===== src/rtl/screen_sequencer_pkg.sv =====
// Shared types for the screen sequencer: screen codes, FSM states, pixel type.
package screen_pkg;

  localparam int LVL_W = 5;

  typedef logic [1:0]  scr_t;
  typedef logic [23:0] rgb_t;

  localparam scr_t SCR_TITLE = 2'd0;
  localparam scr_t SCR_GAME  = 2'd1;
  localparam scr_t SCR_WIN   = 2'd2;
  localparam scr_t SCR_LOSE  = 2'd3;

  typedef enum logic [2:0] {
    ST_TITLE,
    ST_PLAYING,
    ST_RESULT,
    ST_FADE_OUT,
    ST_FADE_IN
  } state_t;

  // Steady state that displays a given screen.
  function automatic state_t steady_of(scr_t s);
    case (s)
      SCR_TITLE: steady_of = ST_TITLE;
      SCR_GAME:  steady_of = ST_PLAYING;
      default:   steady_of = ST_RESULT;
    endcase
  endfunction

endpackage


===== src/rtl/screen_sequencer_if.sv =====
// Game events, source pixels and faded output of the screen sequencer.
interface screen_sequencer_if;
  import screen_pkg::*;

  logic       frame_tick;
  logic       start_btn;
  logic       win_evt;
  logic       lose_evt;
  rgb_t       title_rgb;
  rgb_t       game_rgb;
  rgb_t       win_rgb;
  rgb_t       lose_rgb;
  logic [7:0] R;
  logic [7:0] G;
  logic [7:0] B;
  scr_t       screen_sel;
  logic       game_enable;
  logic       busy;

  modport master (
    output frame_tick, start_btn, win_evt, lose_evt,
    output title_rgb, game_rgb, win_rgb, lose_rgb,
    input  R, G, B, screen_sel, game_enable, busy
  );

  modport slave (
    input  frame_tick, start_btn, win_evt, lose_evt,
    input  title_rgb, game_rgb, win_rgb, lose_rgb,
    output R, G, B, screen_sel, game_enable, busy
  );

endinterface


===== src/rtl/screen_sequencer_fader.sv =====
// Per-channel brightness scaling (in * lvl) >> log2(FADE_STEPS), one register stage.
module rgb_fader
  import screen_pkg::*;
#(
  parameter int FADE_STEPS = 8
) (
  input  logic             clk,
  input  logic             reset,
  input  rgb_t             pix_in,
  input  logic [LVL_W-1:0] lvl,
  output rgb_t             pix_out
);

  localparam int SHIFT = $clog2(FADE_STEPS);

  // lvl never exceeds FADE_STEPS, so the shifted product always fits 8 bits.
  function automatic logic [7:0] scale(logic [7:0] c, logic [LVL_W-1:0] l);
    logic [12:0] p;
    p = 13'(c) * 13'(l);
    scale = 8'(p >> SHIFT);
  endfunction

  always_ff @(posedge clk) begin
    if (reset) begin
      pix_out <= '0;
    end else begin
      pix_out <= {scale(pix_in[23:16], lvl),
                  scale(pix_in[15:8],  lvl),
                  scale(pix_in[7:0],   lvl)};
    end
  end

endmodule


===== src/rtl/screen_sequencer.sv =====
// Screen controller: picks title/game/result source, fades between screens on frame ticks.
module screen_sequencer
  import screen_pkg::*;
#(
  parameter int FADE_STEPS  = 8,
  parameter int HOLD_FRAMES = 180
) (
  input  logic               clk,
  input  logic               reset,
  screen_sequencer_if.slave  bus
);

  localparam logic [LVL_W-1:0] LVL_FULL  = LVL_W'(FADE_STEPS);
  localparam logic [LVL_W-1:0] LVL_ONE   = LVL_W'(1);
  localparam logic [9:0]       HOLD_LAST = 10'(HOLD_FRAMES - 1);

  state_t           state, state_nx;
  scr_t             scr, scr_nx;
  scr_t             tgt, tgt_nx;
  logic [LVL_W-1:0] lvl, lvl_nx;
  logic [9:0]       hold_cnt, hold_nx;
  logic             start_prev;
  logic             start_rise;
  logic             game_enable_q;
  logic             busy_q;
  rgb_t             src_pix;
  rgb_t             out_pix;

  assign start_rise = bus.start_btn & ~start_prev;

  always_comb begin
    state_nx = state;
    scr_nx   = scr;
    tgt_nx   = tgt;
    lvl_nx   = lvl;
    hold_nx  = hold_cnt;
    case (state)
      ST_TITLE: begin
        if (start_rise) begin
          tgt_nx   = SCR_GAME;
          state_nx = ST_FADE_OUT;
        end
      end
      ST_PLAYING: begin
        if (bus.win_evt) begin
          tgt_nx   = SCR_WIN;
          state_nx = ST_FADE_OUT;
        end else if (bus.lose_evt) begin
          tgt_nx   = SCR_LOSE;
          state_nx = ST_FADE_OUT;
        end
      end
      ST_RESULT: begin
        if (start_rise || (bus.frame_tick && hold_cnt == HOLD_LAST)) begin
          tgt_nx   = SCR_TITLE;
          state_nx = ST_FADE_OUT;
        end else if (bus.frame_tick) begin
          hold_nx = hold_cnt + 10'd1;
        end
      end
      ST_FADE_OUT: begin
        if (bus.frame_tick) begin
          lvl_nx = lvl - LVL_ONE;
          // Screen swap happens only at black, inside vblank.
          if (lvl == LVL_ONE) begin
            scr_nx   = tgt;
            state_nx = ST_FADE_IN;
          end
        end
      end
      ST_FADE_IN: begin
        if (bus.frame_tick) begin
          lvl_nx = lvl + LVL_ONE;
          if (lvl == LVL_FULL - LVL_ONE) begin
            state_nx = steady_of(scr);
            hold_nx  = '0;
          end
        end
      end
      default: state_nx = ST_TITLE;
    endcase
  end

  always_ff @(posedge clk) begin
    if (reset) begin
      state         <= ST_TITLE;
      scr           <= SCR_TITLE;
      tgt           <= SCR_TITLE;
      lvl           <= LVL_FULL;
      hold_cnt      <= '0;
      start_prev    <= 1'b1;
      game_enable_q <= 1'b0;
      busy_q        <= 1'b0;
    end else begin
      state         <= state_nx;
      scr           <= scr_nx;
      tgt           <= tgt_nx;
      lvl           <= lvl_nx;
      hold_cnt      <= hold_nx;
      start_prev    <= bus.start_btn;
      game_enable_q <= (state_nx == ST_PLAYING);
      busy_q        <= (state_nx == ST_FADE_OUT) || (state_nx == ST_FADE_IN);
    end
  end

  always_comb begin
    case (scr)
      SCR_TITLE: src_pix = bus.title_rgb;
      SCR_GAME:  src_pix = bus.game_rgb;
      SCR_WIN:   src_pix = bus.win_rgb;
      default:   src_pix = bus.lose_rgb;
    endcase
  end

  rgb_fader #(.FADE_STEPS(FADE_STEPS)) u_fader (
    .clk     (clk),
    .reset   (reset),
    .pix_in  (src_pix),
    .lvl     (lvl),
    .pix_out (out_pix)
  );

  assign bus.R           = out_pix[23:16];
  assign bus.G           = out_pix[15:8];
  assign bus.B           = out_pix[7:0];
  assign bus.screen_sel  = scr;
  assign bus.game_enable = game_enable_q;
  assign bus.busy        = busy_q;

endmodule


===== src/flat_wrapper.sv =====
// flat-port wrapper written by rule: the top's interface ports become plain ports
module screen_sequencer_flat import screen_pkg::*;
#(
  parameter int FADE_STEPS  = 8,
  parameter int HOLD_FRAMES = 180
)
  (clk, reset, bus_frame_tick, bus_start_btn, bus_win_evt, bus_lose_evt, bus_title_rgb, bus_game_rgb, bus_win_rgb, bus_lose_rgb, bus_R, bus_G, bus_B, bus_screen_sel, bus_game_enable, bus_busy);
  screen_sequencer_if bus_i ();
  input  logic clk;
  input  logic reset;
  input wire logic [$bits(bus_i.frame_tick)-1:0] bus_frame_tick;
  input wire logic [$bits(bus_i.start_btn)-1:0] bus_start_btn;
  input wire logic [$bits(bus_i.win_evt)-1:0] bus_win_evt;
  input wire logic [$bits(bus_i.lose_evt)-1:0] bus_lose_evt;
  input wire logic [$bits(bus_i.title_rgb)-1:0] bus_title_rgb;
  input wire logic [$bits(bus_i.game_rgb)-1:0] bus_game_rgb;
  input wire logic [$bits(bus_i.win_rgb)-1:0] bus_win_rgb;
  input wire logic [$bits(bus_i.lose_rgb)-1:0] bus_lose_rgb;
  output wire logic [$bits(bus_i.R)-1:0] bus_R;
  output wire logic [$bits(bus_i.G)-1:0] bus_G;
  output wire logic [$bits(bus_i.B)-1:0] bus_B;
  output wire logic [$bits(bus_i.screen_sel)-1:0] bus_screen_sel;
  output wire logic [$bits(bus_i.game_enable)-1:0] bus_game_enable;
  output wire logic [$bits(bus_i.busy)-1:0] bus_busy;
  assign bus_i.frame_tick = bus_frame_tick;
  assign bus_i.start_btn = bus_start_btn;
  assign bus_i.win_evt = bus_win_evt;
  assign bus_i.lose_evt = bus_lose_evt;
  assign bus_i.title_rgb = bus_title_rgb;
  assign bus_i.game_rgb = bus_game_rgb;
  assign bus_i.win_rgb = bus_win_rgb;
  assign bus_i.lose_rgb = bus_lose_rgb;
  assign bus_R = bus_i.R;
  assign bus_G = bus_i.G;
  assign bus_B = bus_i.B;
  assign bus_screen_sel = bus_i.screen_sel;
  assign bus_game_enable = bus_i.game_enable;
  assign bus_busy = bus_i.busy;
  screen_sequencer #(.FADE_STEPS(FADE_STEPS), .HOLD_FRAMES(HOLD_FRAMES)) u_core (.clk(clk), .reset(reset), .bus(bus_i));
endmodule

===== config.mk =====
export PLATFORM = sky130hd
export DESIGN_NAME = screen_sequencer_flat
export DESIGN_NICKNAME = d
export VERILOG_FILES = /design/src/rtl/screen_sequencer_pkg.sv /design/src/rtl/screen_sequencer_if.sv /design/src/rtl/screen_sequencer_fader.sv /design/src/rtl/screen_sequencer.sv /design/src/flat_wrapper.sv
export SDC_FILE = /design/constraint.sdc
export NUM_CORES = 1
export LEC_CHECK = 0
export CAP_MARGIN = 20
export CORE_UTILIZATION = 40
export CTS_CLUSTER_DIAMETER = 50
export DETAILED_ROUTE_END_ITERATION = 6
export HOLD_SLACK_MARGIN = 0.02
export PLACE_DENSITY = 0.66
export SLEW_MARGIN = 15
export SYNTH_ARGS = -nofsm -noshare
export SYNTH_HDL_FRONTEND = slang
export SYNTH_SLANG_ARGS = --single-unit

===== constraint.sdc =====
create_clock -name clk -period 9.8 [get_ports clk]
set_input_delay 1.96 -clock clk [delete_from_list [all_inputs] [get_ports clk]]
set_output_delay 1.96 -clock clk [all_outputs]
set_load 0.03 [all_outputs]

==> flow_metrics.tcl, run 1 <==
set metrics [dict create \
    cellPowerDensity_nw_per_um2 79.82 \
    tightestPinTransition_ns 0.9500 \
    max_cap_viol_count 0 \
    r2r-start "u_core.bus.screen_sel[0]" \
    synth-main-ff-cell "dfxtp_1" \
    finalWeightedCongestion 0.8704 \
    whs_path_depth 2 \
    n_antenna_cell 0 \
    regArea_um2 982.2 \
    synth_area_leaders "fa_1 (18%), dfxtp_1 (17%), ha_1 (10%)" \
    routedWlPerCell_um 14.55 \
    dp.final_hpwl_um 10420 \
    io_pins 130 \
    cts_setup_buffers 0 \
    wirelength_um 13180 \
    fillCellCount 1263 \
    synth_edf_count 0 \
    timing.rr.end "u_core.u_fader.pix_out[21]" \
    grt_usage 0.1980 \
    yosysTopAreaCell "fa_1" \
    syn-num-nets 816 \
    finalCritPeriodShare 0.6020 \
    yosys_warnings 0 \
    p_leak_nw 3.062 \
    coreArea_um2 13450 \
    rrSetupSlack_ns 4.89 \
    synth_top_area_share 0.1815 \
    reg2reg_depth 13 \
    start_util 0.4181 \
    hold_viol 0 \
    syn_avg_cell_area_um2 9.115 \
    numPortBuffers 129 \
    fin_crit_ns 5.900 \
    seq_area_frac_synth 0.1744 \
    ant_nets 0 \
    cts_tree "built" \
    critPathCaptureType "flip-flop" \
    multi_input_area_um2 4269 \
    drtIter0Drc 337 \
    clock_skew_ns 0.005872 \
    syn_area_um2 5624 \
    hold-path-endpoint "u_core.tgt[0]" \
    synth.ff_latch_count 49 \
    grt.overflow.total 0 \
    nNetsFinal 928 \
    critPathKind "input pin to flip-flop" \
    clk_pin_slew_ns 0.07 \
    grt_pass1_wl_um 23230 \
    via_per_inst 5.126 \
    synth_cell_types 57 \
    yosysMostFrequentCell "and2_1" \
    num_rows 42 \
    grt_pass1_vias 5010 \
    cts_buffers 5 \
    hold_path_class "flip-flop to flip-flop" \
    antenna_found_initial 0 \
    cts_resized 0 \
    cp.required_ns 9.98 \
    dieArea_um2 14540 \
    h-tree-depth 2 \
    ir_drop_mv 0.05999 \
    fin_setup_tns_ns 0 \
    rsz0062_at_grt "false" \
    areaGrowthSynthToFinish_pct 28.16 \
    worstHoldStart "u_core.tgt[0]" \
    synth_common_cells "and2_1 (67), inv_1 (64), nand2_1 (54), fa_1 (51), nor2_1 (50)" \
    syn-instance-count 617 \
    clk_root_buffer_cell "clkbuf_16" \
    first_pass_iters 4 \
    vias 4644 \
    holdBufCountCts 0 \
    status "finished clean" \
    drc_errors 0 \
    start_kind "input pin" \
    clock_path_buffers 2 \
    cts.sinks 49 \
    cp_max_fo 6 \
    grt_max_degree 45 \
    arrival_ns 6.08 \
    clkLatencyLatePin_ns 0.29 \
    setup_viol 0 \
    die_h_um 120.6 \
    synthArstFlopShare 0 \
    max_clock_freq_mhz 169.5 \
    power_uw 575.4 \
    drive_above_1_share 0.06027 \
    drv_slew 0 \
    die_x_um 120.6 \
    slew_headroom 0.3658 \
]
## power breakdown
part	internal [mW]	switching, mW
clock	0.121	0.0756
sequential	0.209	0.00707
combinational	0.0881	0.0746
## state kept, by name, summed over array words and instances, names as in the netlist
signal	cells
u_core.hold_cnt	10
u_core.start_prev	1
u_core.bus.game_enable	1
u_core.u_fader.pix_out	24
u_core.state	3
u_core.bus.busy	1
u_core.bus.screen_sel	2
u_core.tgt	2
u_core.lvl	5
## area by class of cell
| type | instances | area share |
|---|---|---|
| clock buffers | 6 | 0.01788 |
| repair buffers | 133 | 0.1843 |
| inverters | 64 | 0.03333 |
| well taps | 176 | 0.03055 |
| multi-input cells | 476 | 0.5923 |
| flip-flops and latches | 49 | 0.1363 |
| clock inverters | 2 | 0.005381 |
## placed cells by master, fill, tap and decap left out, types with 4 or more instances in the layout
| cell | instances |
|---|---|
| nand2_1 | 54 |
| xnor2_1 | 24 |
| fa_1 | 51 |
| and4_1 | 5 |
| ha_1 | 46 |
| nand2b_1 | 5 |
| o21a_1 | 5 |
| nor3_1 | 7 |
| o21ai_1 | 4 |
| a21o_1 | 9 |
| inv_1 | 64 |
| nand4_1 | 7 |
| nor2_1 | 50 |
| o21ai_0 | 10 |
| nand3_1 | 12 |
| clkdlybuf4s50_1 | 129 |
| and3_1 | 5 |
| mux4_2 | 22 |
| dfxtp_1 | 48 |
| clkbuf_16 | 5 |
| xor2_1 | 14 |
| nor2b_1 | 13 |
| and2_1 | 67 |
| a21oi_1 | 19 |
| mux2i_1 | 7 |
## per-layer routing
layer  up-vias  global-route usage  share of wire
li1       2286                   -              -
met1      2223              0.2519           0.45
met2       123              0.3520           0.49
met3        12             0.03208          0.045
met4         0             0.04167          0.012
met5         -                   0              0
## logic make-up (layout without fill, tap and decap cells)
kind of cell,Yosys count,count (layout),synth area share
AOI/OAI and AO/OA,69,69,0.08098
adders and majority gates,97,97,0.2839
DFF,49,49,0.1744
buffers and inverters,92,205,0.06652
and+or+nand+nor,239,239,0.2211
muxes,33,33,0.1139
xor gates and xnor gates,38,38,0.05918
## critical path: stages
cell	delay, ns
clkdlybuf4s50_1	0.43
mux4_2	0.54
and2_1	0.21
fa_1	0.52
fa_1	0.55
inv_1	0.05
fa_1	0.53
inv_1	0.04
ha_1	0.32
o21ai_0	0.09
nand2b_1	0.12
a21o_1	0.19
a21oi_1	0.16
mux2_2	0.35
## worst max path at each step
stage / end / start / depth (start not counted)
after floorplan: u_core.u_fader.pix_out[5] / bus_lose_rgb[1] / 13
after global placement: u_core.u_fader.pix_out[21] / bus_title_rgb[17] / 14
after detailed placement: u_core.u_fader.pix_out[21] / bus_title_rgb[17] / 14
after CTS: u_core.u_fader.pix_out[5] / bus_title_rgb[1] / 14
after global routing: u_core.u_fader.pix_out[5] / bus_title_rgb[1] / 14
final: u_core.u_fader.pix_out[5] / bus_lose_rgb[1] / 14
## through the flow
stage | cells | utilization | cell area (um2) | setup WS (ns) | hold WS (ns)
2_1_floorplan | 617 | - | 5624 | 4.238 | 0.4601
3_3_place_gp | 897 | 0.5222 | 7025 | 3.666 | 0.4818
3_5_place_dp | 897 | 0.5222 | 7025 | 3.601 | 0.4885
4_1_cts | 905 | 0.5347 | 7193 | 3.884 | 0.5102
5_1_grt | 906 | 0.5358 | 7208 | 3.638 | 0.5551
6_report | 906 | 0.5358 | 7208 | 3.900 | 0.5024
Power figures use the tool's default switching activity.
==> inputs of run 2 (changes only) <==
==> constraint.sdc (replaced) <==
create_clock -name clk -period 5.57 [get_ports clk]
set_input_delay 1.114 -clock clk [delete_from_list [all_inputs] [get_ports clk]]
set_output_delay 1.114 -clock clk [all_outputs]
set_load 0.03 [all_outputs]
==> run 2 against run 1 <==
Net effect:
- global-route usage down 0.11 points
- via count up 1.1%
- cell count up 0.22%
- non-clock buffer count up 2
- routed wire length up 1.8%
- critical path depth unchanged
- sequential power up 76%
- clock power up 77%
- first-iteration DRC count down 15%
- worst setup slack worse by 3.4 ns
- critical path type unchanged
- largest cell class unchanged
- largest power group unchanged
==> flow_metrics.tcl, run 2 (same netlist as run 1, synthesis figures left out) <==
set metrics [dict create \
    cts_tree "built" \
    areaGrowthSynthToFinish_pct 28.30 \
    n_antenna_cell 0 \
    vias 4694 \
    cp_max_fo 6 \
    clk_pin_slew_ns 0.07 \
    ant_nets 0 \
    mostFrequentLayoutCells "clkdlybuf4s50_1 (129), and2_1 (67), inv_1 (64), nand2_1 (54), fa_1 (51)" \
    routedWlPerCell_um 14.77 \
    critPathCaptureType "flip-flop" \
    drive_above_1_share 0.06284 \
    die_x_um 120.6 \
    critPathKind "input pin to flip-flop" \
    cellPowerDensity_nw_per_um2 140.5 \
    numPortBuffers 129 \
    max_cap_viol_count 0 \
    grt_max_degree 29 \
    first_pass_iters 4 \
    finalWorstSetupSlack_ns 0.4985 \
    status "finished clean" \
    cts_setup_buffers 0 \
    fin_setup_tns_ns 0 \
    pre_cts_ws_ns 0.1950 \
    worstHoldStart "u_core.tgt[0]" \
    dieArea_um2 14540 \
    finalCritPeriodShare 0.9105 \
    top_register "u_core.u_fader.pix_out" \
    h-tree-depth 2 \
    nNetsFinal 930 \
    hold_viol 0 \
    num_rows 42 \
    arrival_ns 5.25 \
    clock_skew_ns 0.006770 \
    cts_resized 0 \
    fin_crit_ns 5.072 \
    regArea_um2 982.2 \
    cts.sinks 49 \
    top_regs "u_core.u_fader.pix_out x24, u_core.hold_cnt x10, u_core.lvl x5" \
    grt.overflow.total 0 \
    critPathLaunch "bus_title_rgb[1]" \
    drv_slew 0 \
    slew_headroom 0.3295 \
    clk_root_buffer_cell "clkbuf_16" \
    grt_usage 0.1969 \
    cp.required_ns 5.75 \
    max_clock_freq_mhz 197.2 \
    holdBufCountCts 0 \
    grt_pass1_wl_um 22990 \
    io_pins 130 \
    finalWeightedCongestion 0.8499 \
    setup_viol 0 \
    via_per_inst 5.170 \
    start_util 0.4181 \
    reg2reg_depth 14 \
    start_kind "input pin" \
    drc_errors 0 \
    dp.final_hpwl_um 10650 \
    clkLatencyLatePin_ns 0.29 \
    wirelength_um 13410 \
    cts_buffers 5 \
    rsz0062_at_grt "false" \
    tightestPinTransition_ns 1.004 \
    hold_path_class "flip-flop to flip-flop" \
    drtIter0Drc 287 \
    multi_input_area_um2 4269 \
    final_common_cell "clkdlybuf4s50_1" \
    grt_pass1_vias 4953 \
    clock_path_buffers 2 \
    r2r-start "u_core.bus.screen_sel[0]" \
    coreArea_um2 13450 \
    whs_path_depth 2 \
    p_leak_nw 3.071 \
    fillCellCount 1274 \
    ir_drop_mv 0.1014 \
    largest_register_ffs 24 \
    die_h_um 120.6 \
    antenna_found_initial 0 \
]
==> run 2: worst paths after layout <==
| path | to | slack, ns |
|---|---|---|
| worst max-delay path | u_core.u_fader.pix_out[5] | 0.50 |
| worst min-delay path | u_core.bus.screen_sel[0] | 0.51 |
| worst max register to register | u_core.u_fader.pix_out[21] | 0.77 |
| worst min register to register | u_core.bus.screen_sel[0] | 0.51 |
==> run 2: power by group <==
group	switching [mW]	total, mW	internal (mW)
combinational	0.131	0.286	0.155
sequential	0.0124	0.380	0.368
clock	0.135	0.348	0.213
==> run 2: through the flow <==
stage          hold WS [ns]    util  cell area (um2)  power (mW)  cells
2_1_floorplan        0.4601       -             5624      0.5449    617
3_3_place_gp         0.4819  0.5239             7048      0.6684    900
3_5_place_dp         0.4903  0.5239             7048      0.6744    900
4_1_cts              0.5102  0.5364             7216       1.026    908
5_1_grt              0.5405  0.5364             7216       1.068    908
6_report             0.5085  0.5364             7216       1.013    908
==> run 2: worst max-delay path, cell delays in order <==
cell and delay, ns:
clkdlybuf4s50_1 0.46, mux4_2 0.54, and2_1 0.21, fa_1 0.50, fa_1 0.54, inv_1 0.06
fa_1 0.53, inv_1 0.05, ha_1 0.33, o21ai_0 0.10, nand2b_1 0.13, a21o_1 0.20
a21oi_1 0.15, mux2_2 0.34
==> run 2: per-layer routing <==
metal	share of wire	wire length [um]	up-vias	global-route usage
met3	0.051	686	13	0.03349
met5	0	0	-	0
li1	-	-	2285	-
met2	0.49	6577	129	0.3484
met1	0.44	5969	2267	0.2485
met4	0.013	180	0	0.04784
==> run 2: layout make-up <==
class                           count  area share
Sequential cell                    49      0.1361
Inverter                           64     0.03329
Clock buffer                        6     0.01786
Multi-Input combinational cell    476      0.5916
Clock inverter                      2    0.005375
Timing Repair Buffer              135      0.1852
Tap cell                          176     0.03052
==> inputs of run 3 (changes only) <==
--- a/config.mk
+++ b/config.mk
@@ -14,4 +14,5 @@
 export SLEW_MARGIN = 15
 export SYNTH_ARGS = -nofsm -noshare
 export SYNTH_HDL_FRONTEND = slang
+export SYNTH_HIERARCHICAL = 1
 export SYNTH_SLANG_ARGS = --single-unit
==> run 3 against run 2 <==
Net effect:
- clock skew is 0.0055 ns higher
- critical endpoint is now u_core/u_fader/pix_out[23]
- worst setup slack worse by 0.15 ns
- highest routed layer unchanged
- first-iteration DRC count fell by 35%
==> flow_metrics.tcl, run 3 <==
set metrics [dict create \
    drv_slew 0 \
    yosys_warnings 6 \
    final_util 0.5279 \
    top_regs "u_core/u_fader/pix_out x24, u_core/hold_cnt x10, u_core/lvl x5" \
    fillCellCount 1263 \
    cp_top_family "adder cells" \
    grt.overflow.total 0 \
    synth_common_cells "and2_1 (71), inv_1 (67), nand2_1 (54), fa_1 (51), dfxtp_1 (49)" \
    dieArea_um2 14630 \
    wirelength_um 14240 \
    numPortBuffers 129 \
    dp.cells 907 \
    mostFrequentLayoutCells "clkdlybuf4s50_1 (129), and2_1 (71), inv_1 (67), nand2_1 (54), fa_1 (51)" \
    synth_edf_count 0 \
    max_cap_viol_count 0 \
    synth.ff_latch_count 49 \
    cts_resized 0 \
    critPathKind "input pin to flip-flop" \
    vias 4756 \
    cp_slowest_cell "fa_1" \
    arrival_ns 5.44 \
    synth_top_area_share 0.1803 \
    cpPeakStageDelay_ns 0.55 \
    hold_path_class "flip-flop to flip-flop" \
    dp.final_hpwl_um 11260 \
    cts_tree "built" \
    slew_headroom 0.3173 \
    cp.required_ns 5.78 \
    cts_buffers 5 \
    crit_top_cell "fa_1" \
    cts_setup_buffers 0 \
    syn-instance-count 615 \
    num_rows 43 \
    path_buf_inv 3 \
    hold_ws_ns 0.4807 \
    fin_crit_ns 5.221 \
    n_antenna_cell 0 \
    io_pins 130 \
    grt_max_degree 32 \
    final_cells 915 \
    crit_chain "clkdlybuf4s50_1 -> mux4_2 -> and2_1 -> fa_1 -> fa_1 -> inv_1 -> fa_1 -> inv_1 -> ha_1 -> o21a_1 -> o31a_1 -> o2111a_1 -> or3_1 -> a21oi_1" \
    clk_pin_slew_ns 0.08 \
    coreArea_um2 13830 \
    ant_nets 0 \
    yosysTopAreaCell "fa_1" \
    first_pass_iters 5 \
    holdBufCountCts 0 \
    grt_pass1_vias 4920 \
    max_clock_freq_mhz 191.5 \
    status "finished clean" \
    synthArstFlopShare 0 \
    cp_max_fo 5 \
    finalWeightedCongestion 0.8280 \
    fin_setup_tns_ns 0 \
    rsz0062_at_grt "false" \
    clkLatencyLatePin_ns 0.31 \
    pre_cts_ws_ns 0.06270 \
    routedWlPerCell_um 15.56 \
    p_leak_nw 3.168 \
    grt_usage 0.2067 \
    syn_avg_cell_area_um2 9.206 \
    syn_area_um2 5662 \
    final_common_cell "clkdlybuf4s50_1" \
    setup_viol 0 \
    tightestPinTransition_ns 1.023 \
    synth-main-ff-cell "dfxtp_1" \
    placed_area_um2 7148 \
    antenna_found_initial 0 \
    via_per_inst 5.198 \
    areaGrowthSynthToFinish_pct 28.93 \
    hold_viol 0 \
    postLayoutCellArea_um2 7300 \
    seq_area_frac_synth 0.1733 \
    power_mw 1.033 \
    drc_errors 0 \
    die_h_um 121.0 \
    top_register "u_core/u_fader/pix_out" \
    yosysMostFrequentCell "and2_1" \
    clock_skew_ns 0.01226 \
    die_x_um 121.0 \
    start_util 0.4095 \
    syn-num-nets 814 \
    drive_above_1_share 0.08435 \
    critPathCaptureType "flip-flop" \
    finalWorstSetupSlack_ns 0.3491 \
    cts.sinks 49 \
    cellPowerDensity_nw_per_um2 141.5 \
    finalCritPeriodShare 0.9373 \
    largest_register_ffs 24 \
    clock_path_buffers 2 \
    drtIter0Drc 187 \
    grt_pass1_wl_um 23660 \
    ir_drop_mv 0.1510 \
    synth_cell_types 55 \
    clk_root_buffer_cell "clkbuf_16" \
    start_kind "input pin" \
    synth_area_leaders "fa_1 (18%), dfxtp_1 (17%), ha_1 (10%)" \
    nNetsFinal 933 \
    h-tree-depth 2 \
]
-- run 3: path summary, 6_finish.rpt --
path / slack, ns / cells after the start / endpoint / start
setup / recovery: 0.35 / 14 / u_core/u_fader/pix_out[23] / bus_lose_rgb[18]
hold / removal: 0.48 / 2 / u_core/hold_cnt[9] / u_core/hold_cnt[9]
setup reg to reg: 0.77 / 14 / u_core/u_fader/pix_out[23] / u_core/bus.screen_sel[0]
hold reg to reg: 0.48 / 2 / u_core/hold_cnt[9] / u_core/hold_cnt[9]
-- run 3: worst min-delay path, stage by stage, from the launching register on --
cell     delay, ns
dfxtp_1       0.32
nand2_1       0.06
mux2i_1       0.06
-- run 3: layout make-up --
type / instances / area (um2) / share of cell area
Multi-Input combinational cell: 475 / 4333 / 0.5936
Tap cell: 180 / 225.2 / 0.03085
Clock inverter: 3 / 26.28 / 0.003600
Clock buffer: 5 / 125.1 / 0.01714
Inverter: 67 / 251.5 / 0.03445
Sequential cell: 49 / 982.2 / 0.1346
Timing Repair Buffer: 136 / 1356 / 0.1858
-- run 3: cells by family (layout without fill, tap and decap cells) --
group | count (synthesis) | after routing | share of synthesized area
and+or+nand+nor | 235 | 235 | 0.2232
adders and majority gates | 97 | 97 | 0.2820
buffers and inverters | 91 | 211 | 0.06143
AOI/OAI and AO/OA | 77 | 77 | 0.09680
DFF | 49 | 49 | 0.1733
muxes | 34 | 34 | 0.1138
xor gates and xnor gates | 32 | 32 | 0.04950
-- run 3: power breakdown --
group | switching (mW) | leakage (nW) | internal [mW]
Sequential | 0.0144 | 0.403 | 0.370
Combinational | 0.153 | 2.69 | 0.169
Clock | 0.154 | 0.0752 | 0.172
-- run 3: metal layers --
layer  track usage  wire, um
met5             0         0
met4       0.06096       191
met3       0.02961       624
met2        0.3632      6965
met1        0.2613      6454
